<file path="config.mk">
export PLATFORM = sky130hd
export DESIGN_NAME = seg7_scan_decoder
export DESIGN_NICKNAME = d
export VERILOG_FILES = /design/src/rtl/seg7_pkg.sv /design/src/rtl/seg7_pattern_decode.sv /design/src/rtl/seg7_scan_decoder.sv
export SDC_FILE = /design/constraint.sdc
export NUM_CORES = 1
export LEC_CHECK = 0
export ABC_AREA = 1
export CORE_MARGIN = 10
export CORE_UTILIZATION = 45
export CTS_BUF_LIST = sky130_fd_sc_hd__clkbuf_2
export DETAILED_ROUTE_END_ITERATION = 10
export HOLD_SLACK_MARGIN = 0.03
export PLACE_DENSITY_LB_ADDON = 0.1
export REMOVE_ABC_BUFFERS = 1
export SYNTH_ARGS = -nofsm -noshare
export SYNTH_HDL_FRONTEND = slang
export SYNTH_SLANG_ARGS = --single-unit
</file>
<file path="constraint.sdc">
create_clock -name clk -period 5.3 [get_ports clk]
set_input_delay 1.06 -clock clk [delete_from_list [all_inputs] [get_ports clk]]
set_output_delay 1.06 -clock clk [all_outputs]
set_load 0.1 [all_outputs]
</file>
<file path="src/rtl/seg7_pkg.sv">
// Shared seven-segment pattern definitions, active-low {g,f,e,d,c,b,a}.
// The display driver uses the same constants, so the encoder and decoder stay in step.
package seg7_pkg;

  typedef logic [6:0] seg_t;

  localparam seg_t SEG_0     = 7'b1000000;
  localparam seg_t SEG_1     = 7'b1111001;
  localparam seg_t SEG_2     = 7'b0100100;
  localparam seg_t SEG_3     = 7'b0110000;
  localparam seg_t SEG_4     = 7'b0011001;
  localparam seg_t SEG_5     = 7'b0010010;
  localparam seg_t SEG_6     = 7'b0000010;
  localparam seg_t SEG_7     = 7'b1111000;
  localparam seg_t SEG_8     = 7'b0000000;
  localparam seg_t SEG_9     = 7'b0010000;
  localparam seg_t SEG_BLANK = 7'b1111111;

endpackage

</file>
<file path="src/rtl/seg7_pattern_decode.sv">
// Combinational map from an active-low segment pattern back to its BCD value.
// Anything that is neither a digit nor blank reports is_digit=0, is_blank=0.
module seg7_pattern_decode
  import seg7_pkg::*;
(
  input  seg_t       seg,
  output logic [3:0] value,
  output logic       is_digit,
  output logic       is_blank
);

  always_comb begin
    value    = 4'd0;
    is_digit = 1'b1;
    is_blank = 1'b0;
    case (seg)
      SEG_0:     value = 4'd0;
      SEG_1:     value = 4'd1;
      SEG_2:     value = 4'd2;
      SEG_3:     value = 4'd3;
      SEG_4:     value = 4'd4;
      SEG_5:     value = 4'd5;
      SEG_6:     value = 4'd6;
      SEG_7:     value = 4'd7;
      SEG_8:     value = 4'd8;
      SEG_9:     value = 4'd9;
      SEG_BLANK: begin
        is_digit = 1'b0;
        is_blank = 1'b1;
      end
      default:   is_digit = 1'b0;
    endcase
  end

endmodule

</file>
<file path="src/rtl/seg7_scan_decoder.sv">
// Receive-side decoder for a multiplexed active-low seven-segment bus: filters
// scan ghosting with a stability counter and rebuilds the BCD value per digit.
module seg7_scan_decoder
  import seg7_pkg::*;
#(
  parameter int NDIG   = 8,
  parameter int STABLE = 4
) (
  input  logic              clk,
  input  logic              reset,
  input  logic [NDIG-1:0]   an,
  input  logic [6:0]        a2g,
  output logic [4*NDIG-1:0] digits,
  output logic [NDIG-1:0]   digit_valid,
  output logic              bad_pattern,
  output logic              multi_an,
  output logic              frame_done
);

  localparam int IDX_W = (NDIG > 1) ? $clog2(NDIG) : 1;
  localparam int CNT_W = $clog2(STABLE + 1);
  localparam logic [CNT_W-1:0] STABLE_C = CNT_W'(STABLE);

  // Stage p0: input register; everything downstream sees only these copies
  logic [NDIG-1:0] an_p0;
  seg_t            seg_p0;

  always_ff @(posedge clk) begin
    if (reset) begin
      an_p0  <= '1;
      seg_p0 <= SEG_BLANK;
    end else begin
      an_p0  <= an;
      seg_p0 <= a2g;
    end
  end

  logic [3:0]       n_low;
  logic [IDX_W-1:0] idx_p0;
  logic             vld_p0;
  logic             multi_p0;

  always_comb begin
    n_low  = 4'd0;
    idx_p0 = '0;
    for (int i = 0; i < NDIG; i++) begin
      if (!an_p0[i]) begin
        n_low  = n_low + 4'd1;
        idx_p0 = IDX_W'(i);
      end
    end
    vld_p0   = (n_low == 4'd1);
    multi_p0 = (n_low > 4'd1);
  end

  logic [3:0] dec_value;
  logic       dec_is_digit;
  logic       dec_is_blank;

  seg7_pattern_decode u_decode (
    .seg      (seg_p0),
    .value    (dec_value),
    .is_digit (dec_is_digit),
    .is_blank (dec_is_blank)
  );

  // Stage p1: stability filter, capture registers and frame tracking
  logic [IDX_W-1:0] idx_p1;
  seg_t             seg_p1;
  logic [CNT_W-1:0] cnt_p1;
  logic             captured_p1;
  logic             multi_p1;
  logic [NDIG-1:0]  seen_p1;

  logic             same;
  logic [CNT_W-1:0] cnt_nxt;
  logic             armed;
  logic             capture;
  logic             captured_nxt;
  logic [NDIG-1:0]  seen_set;

  always_comb begin
    // cnt_p1 == 0 means the previous sample was idle/multi, so nothing to match
    same     = vld_p0 && (cnt_p1 != '0) && (idx_p0 == idx_p1) && (seg_p0 == seg_p1);
    cnt_nxt  = '0;
    if (vld_p0) begin
      if (!same)                  cnt_nxt = CNT_W'(1);
      else if (cnt_p1 < STABLE_C) cnt_nxt = cnt_p1 + CNT_W'(1);
      else                        cnt_nxt = cnt_p1;
    end
    armed        = same && captured_p1;
    capture      = vld_p0 && (cnt_nxt == STABLE_C) && !armed;
    captured_nxt = vld_p0 && (armed || capture);
    seen_set     = seen_p1 | (NDIG'(1) << idx_p0);
  end

  always_ff @(posedge clk) begin
    if (reset) begin
      idx_p1      <= '0;
      seg_p1      <= SEG_BLANK;
      cnt_p1      <= '0;
      captured_p1 <= 1'b0;
      multi_p1    <= 1'b0;
      seen_p1     <= '0;
      digits      <= '0;
      digit_valid <= '0;
      bad_pattern <= 1'b0;
      multi_an    <= 1'b0;
      frame_done  <= 1'b0;
    end else begin
      idx_p1      <= idx_p0;
      seg_p1      <= seg_p0;
      cnt_p1      <= cnt_nxt;
      captured_p1 <= captured_nxt;
      multi_p1    <= multi_p0;
      multi_an    <= multi_p0 && !multi_p1;
      bad_pattern <= 1'b0;
      frame_done  <= 1'b0;
      if (capture) begin
        if (dec_is_digit) begin
          digits[int'(idx_p0)*4 +: 4] <= dec_value;
          digit_valid[idx_p0]         <= 1'b1;
        end else begin
          digit_valid[idx_p0]         <= 1'b0;
        end
        bad_pattern <= !dec_is_digit && !dec_is_blank;
        if (&seen_set) begin
          frame_done <= 1'b1;
          seen_p1    <= '0;
        end else begin
          seen_p1    <= seen_set;
        end
      end
    end
  end

endmodule
</file>
==> results_dict.tcl, run 1 <==
set metrics [dict create \
    r2r_start "an_p0[1]" \
    setup_violations 0 \
    worstPathArrival_ns 5.45 \
    gp_congestion 0.872 \
    ios 60 \
    wl_per_cell_um 12.7 \
    setup_ws_ns 0.330 \
    skew_ns 0.0306 \
    finalPower_w 0.00124 \
    preCtsSetupSlack_ns 0.135 \
    relSlewSlack_pct 24.8 \
    io_buffers 59 \
    ant_nets 0 \
    grt_use_total_pct 14.9 \
    synth.avg_cell_area_sq_um 6.81 \
    synth_cells 660 \
    drt-total-wl_um 10900 \
    r2r-end "digits[4]" \
    gr-total-overflow 0 \
    fp.dieW_um 120 \
    slew_viol_final 0 \
    power_density_mw_per_mm2 229 \
    dieArea_sq_mm 0.0144 \
    nFillCells 963 \
    layout_common_cells "154 x nand2_1, 114 x nor2_1, 102 x inv_1" \
    async_flop_share_pct 0 \
    cp-start-kind "flip-flop" \
    hold_buffers 0 \
    yosysWarnings 0 \
    die_h_um 120 \
    drive_gt1_share_pct 12.1 \
    cts_buffer_depth 2 \
    place_hpwl_um 8160 \
    cts_root_buf "clkbuf_2" \
    grt_pass1_wl_um 18300 \
    cts_tree "built" \
    yosys.cell_types.count 41 \
    synth_area_sq_mm 0.00450 \
    drc_errors 0 \
    cts_sinks 81 \
    critPathKind "flip-flop to flip-flop" \
    clock_latency_ns 0.54 \
    grt_max_degree 47 \
    rows 36 \
    hp-start "multi_p1" \
    drt-initial-drc-count 279 \
    num_vias 4228 \
    n_antenna_cell 0 \
    multi_input_area_sq_mm 0.00242 \
    critPathCaptureType "flip-flop" \
    hold_violations 0 \
    viasPerCell 4.92 \
    reg2reg_depth 31 \
    coreArea_sq_mm 0.00977 \
    synth-main-ff-cell "dfxtp_1" \
    worst_slew_pin_slew_ns 1.12 \
    fmax_mhz 201 \
    htree_levels 3 \
    finalNetCount 754 \
    cts_buffers 9 \
    cellLeakagePower_nw 2.66 \
    holdWs_ns 0.398 \
    r2r_setup_slack_ns 0.33 \
    grt_antenna_before_repair 0 \
    period_share_pct 93.8 \
    final_common_cell "nand2_1" \
    syn_to_final_growth_pct 20.6 \
    whs_path_depth 1 \
    status "complete, no violations" \
    synth-edff-count 0 \
    critPathMaxStageDelay_ns 0.38 \
    seqCellArea_sq_mm 0.00162 \
    grt_pass1_vias 3887 \
    utilization_pct 55.5 \
    firstDrtPassIters 5 \
    hp-class "flip-flop to flip-flop" \
    cp.required_ns 5.78 \
    period_minus_slack_ns 4.97 \
    clkTransAtPathRegs_ns 0.24 \
    initial_core_util_pct 46.0 \
    slowest_stage "dfxtp_2" \
    tns_ns 0 \
    max_cap_violations 0 \
    synth-seq-cells 81 \
    crit_fanout 8 \
    seq_area_frac_synth_pct 36.1 \
    irDropWorstVdd_mv 0.109 \
    whs_endpoint "multi_an" \
]
[flip-flops by register name, summed over array words and instances (netlist names), named ones only]
register,count
multi_an,1
an_p0,8
bad_pattern,1
seen_p1,8
captured_p1,1
multi_p1,1
frame_done,1
idx_p1,3
digits,32
seg_p0,7
seg_p1,7
cnt_p1,3
[where the power goes]
group          internal (W)  switching (W)  total [W]
clock network      0.000160       0.000225   0.000385
logic             0.0000742       0.000145   0.000219
registers          0.000625      0.0000120   0.000637
[timing repair]
action                     in CTS  in global routing
setup endpoints to repair       0                 43
setup buffers                   0                  3
gates resized for setup         0                  8
hold endpoints to repair        0                  0
[worst max-delay path: cells and delay by family (launching register included)]
family          cells  cell delay, ns
compound gates      1            0.08
xor+xnor            1            0.19
fa+ha+maj           6            1.51
buf+inv             5            0.39
flops               1            0.38
simple gates       18            2.39
[cells by family (layout without fill, tap and decap cells)]
family,Yosys count,count (layout),synth area share [%]
compound gates,43,43,5.51
xor+xnor,4,4,1.20
fa+ha+maj,15,15,4.17
buf+inv,122,189,10.9
flops,81,81,36.1
simple gates,395,395,42.2
[layer usage]
metal  vias up  wire length, um  track usage [%]
met5         -                0                0
met3        12              591             3.28
li1       2184                -                -
met2       111             4920             23.5
met4         0              127             4.68
met1      1921             5240             20.0
[how the worst max path moves through the flow]
stage             start          to  slack (ns)
2_1_floorplan  an_p0[1]  digits[17]        0.44
3_3_place_gp   an_p0[1]   digits[7]        0.31
3_5_place_dp   an_p0[1]   digits[4]        0.13
4_1_cts        an_p0[1]   digits[4]        0.06
5_1_grt        an_p0[1]  digits[15]       -0.06
6_report       an_p0[1]   digits[4]        0.33
[cells in the mapped netlist, types with 2 or more instances]
| cell | number | area, sq um |
|---|---|---|
| nand2_1 | 158 | 593 |
| nor3_1 | 9 | 45.0 |
| buf_4 | 3 | 22.5 |
| inv_2 | 5 | 18.8 |
| clkbuf_1 | 8 | 30.0 |
| nand2_2 | 8 | 50.1 |
| o21ai_0 | 15 | 75.1 |
| ha_1 | 15 | 188 |
| and3_1 | 3 | 18.8 |
| buf_2 | 2 | 10.0 |
| o21ai_1 | 3 | 15.0 |
| nand4_1 | 16 | 100 |
| xnor2_1 | 2 | 17.5 |
| nand4_4 | 7 | 149 |
| nor2_2 | 4 | 25.0 |
| nand3_2 | 4 | 40.0 |
| a31oi_1 | 3 | 18.8 |
| inv_1 | 102 | 383 |
| a21oi_1 | 12 | 60.1 |
| or2_2 | 23 | 144 |
| dfxtp_1 | 81 | 1620 |
| a211oi_1 | 7 | 52.6 |
| nor4_1 | 7 | 43.8 |
| nor2_1 | 114 | 428 |
| nand3_1 | 33 | 165 |
[stage by stage]
step | area, sq um | instances
detailed placement | 5190 | 840
global route | 5420 | 860
finish | 5420 | 860
floorplan | 4410 | 646
CTS | 5330 | 856
global placement | 5190 | 840
[area by class of cell]
type                            count  share of cell area [%]
Clock buffer                       10                   0.923
Clock inverter                      6                    1.66
Inverter                          108                    7.47
Multi-Input combinational cell    457                    44.7
Sequential cell                    81                    29.9
Tap cell                          133                    3.07
Timing Repair Buffer               65                    12.3
(Power assumes the default switching activity.)
==> inputs of run 2 (changes only) <==
--- a/config.mk
+++ b/config.mk
@@ -10,7 +10,7 @@
 export CORE_UTILIZATION = 45
 export CTS_BUF_LIST = sky130_fd_sc_hd__clkbuf_2
 export DETAILED_ROUTE_END_ITERATION = 10
-export HOLD_SLACK_MARGIN = 0.03
+export HOLD_SLACK_MARGIN = 0.08
 export PLACE_DENSITY_LB_ADDON = 0.1
 export REMOVE_ABC_BUFFERS = 1
 export SYNTH_ARGS = -nofsm -noshare
==> results of run 2 <==
No change in the layout: final DEF, timing and power equal those of run 1.
==> inputs of run 3 (changes only) <==
--- a/config.mk
+++ b/config.mk
@@ -12,6 +12,7 @@
 export DETAILED_ROUTE_END_ITERATION = 10
 export HOLD_SLACK_MARGIN = 0.08
 export PLACE_DENSITY_LB_ADDON = 0.1
+export RECOVER_POWER = 25
 export REMOVE_ABC_BUFFERS = 1
 export SYNTH_ARGS = -nofsm -noshare
 export SYNTH_HDL_FRONTEND = slang
==> results_dict.tcl, run 3 (synthesized netlist as in run 1, its figures left out) <==
set metrics [dict create \
    drt-total-wl_um 10900 \
    viasPerCell 4.93 \
    grt_pass1_vias 3887 \
    place_area_sq_mm 0.00519 \
    power_density_mw_per_mm2 229 \
    irDropWorstVdd_mv 0.109 \
    hp-class "flip-flop to flip-flop" \
    worstPathArrival_ns 5.45 \
    largestRegisters "digits (32), an_p0 (8), seen_p1 (8)" \
    cts_tree "built" \
    setup_violations 0 \
    final_common_cell "nand2_1" \
    design_area_sq_mm 0.00542 \
    cts_root_buf "clkbuf_2" \
    whs_endpoint "multi_an" \
    drc_errors 0 \
    grt_use_total_pct 14.9 \
    hold_violations 0 \
    nFillCells 963 \
    cts_buffers 9 \
    hold_buffers 0 \
    period_minus_slack_ns 4.97 \
    dieArea_sq_mm 0.0144 \
    ios 60 \
    wl_per_cell_um 12.7 \
    crit_fanout 8 \
    status "complete, no violations" \
    ant_nets 0 \
    gp_congestion 0.872 \
    coreArea_sq_mm 0.00977 \
    io_buffers 59 \
    syn_to_final_growth_pct 20.5 \
    r2r_setup_slack_ns 0.33 \
    cp-start-kind "flip-flop" \
    hp-start "multi_p1" \
    top_register "digits" \
    slew_viol_final 0 \
    n_antenna_cell 0 \
    critPathKind "flip-flop to flip-flop" \
    finalNetCount 754 \
    layout_common_cells "154 x nand2_1, 114 x nor2_1, 102 x inv_1" \
    period_share_pct 93.8 \
    relSlewSlack_pct 6.56 \
    drive_gt1_share_pct 12.0 \
    r2r_start "an_p0[1]" \
    r2r-end "digits[4]" \
    die_h_um 120 \
    rows 36 \
    critPathMaxStageDelay_ns 0.38 \
    max_cap_violations 0 \
    reg2reg_depth 31 \
    gr-total-overflow 0 \
    critPathCaptureType "flip-flop" \
    drt-initial-drc-count 281 \
    firstDrtPassIters 5 \
    clock_latency_ns 0.53 \
    largest_register_ffs 32 \
    slowest_stage "dfxtp_2" \
    num_vias 4236 \
    cts_buffer_depth 2 \
    skew_ns 0.0306 \
    cts_sinks 81 \
    initial_core_util_pct 46.0 \
    fp.dieW_um 120 \
    htree_levels 3 \
    cp.required_ns 5.78 \
    grt_pass1_wl_um 18300 \
    grt_max_degree 47 \
    fmax_mhz 201 \
    clkTransAtPathRegs_ns 0.24 \
    cellLeakagePower_nw 2.67 \
    whs_path_depth 1 \
    tns_ns 0 \
    grt_antenna_before_repair 0 \
    place_hpwl_um 8160 \
    worst_slew_pin_slew_ns 1.40 \
]
-- run 3: repair_timing --
item / in CTS / in global routing
resized for setup: 0 / 8
buffers inserted: 0 / 3
endpoints found under the setup margin: 0 / 43
-- run 3: critical path, delay by kind of cell, from the launching register on --
| kind | cells | cell delay, ns |
|---|---|---|
| AO/OA/AOI/OAI | 1 | 0.08 |
| flip-flops | 1 | 0.38 |
| adder cells (fa/ha/maj) | 6 | 1.51 |
| XOR/XNOR | 1 | 0.19 |
| buffers and inverters | 5 | 0.39 |
| AND/OR/NAND/NOR | 18 | 2.39 |
-- run 3: routing by layer --
| metal | track usage, % | vias to the layer above | share of wire, % |
|---|---|---|---|
| li1 | - | 2182 | - |
| met1 | 20.0 | 1929 | 48 |
| met2 | 23.5 | 113 | 45 |
| met3 | 3.28 | 12 | 5.6 |
| met4 | 4.68 | 0 | 1.2 |
| met5 | 0 | - | 0 |
-- run 3: layout make-up --
cell class / count / area [sq um] / area share (%)
multi-input combinational: 457 / 2420 / 44.7
sequential: 81 / 1620 / 30.0
timing repair buffer: 65 / 662 / 12.2
inverter: 108 / 405 / 7.48
tap: 133 / 166 / 3.07
clock inverter: 6 / 90.1 / 1.66
clock buffer: 10 / 50.0 / 0.923
-- run 3: per-stage QoR --
stage               worst slack, ns  util (%)  hold slack (ns)  cells  power [W]
floorplan                     0.437         -            0.368    646   0.000803
global route                -0.0556      55.5            0.422    860    0.00130
finish                        0.328      55.5            0.398    860    0.00124
detailed placement            0.135      53.1            0.377    840   0.000859
global placement              0.310      53.1            0.376    840   0.000854
CTS                          0.0614      54.5            0.403    856    0.00124
-- run 3: how the worst max path moves through the flow --
stage | startpoint | endpoint | slack, ns | cells after the start
final | an_p0[1] | digits[4] | 0.33 | 31
after global routing | an_p0[1] | digits[15] | -0.06 | 32
after CTS | an_p0[1] | digits[4] | 0.06 | 31
after detailed placement | an_p0[1] | digits[4] | 0.13 | 31
after global placement | an_p0[1] | digits[7] | 0.31 | 30
after floorplan | an_p0[1] | digits[17] | 0.44 | 30
-- run 3: power breakdown --
part / switching [W] / leakage, nW / total (W) / internal, W
clock network: 0.000225 / 0.0841 / 0.000385 / 0.000160
logic: 0.000145 / 1.93 / 0.000218 / 0.0000732
registers: 0.0000119 / 0.659 / 0.000637 / 0.000625
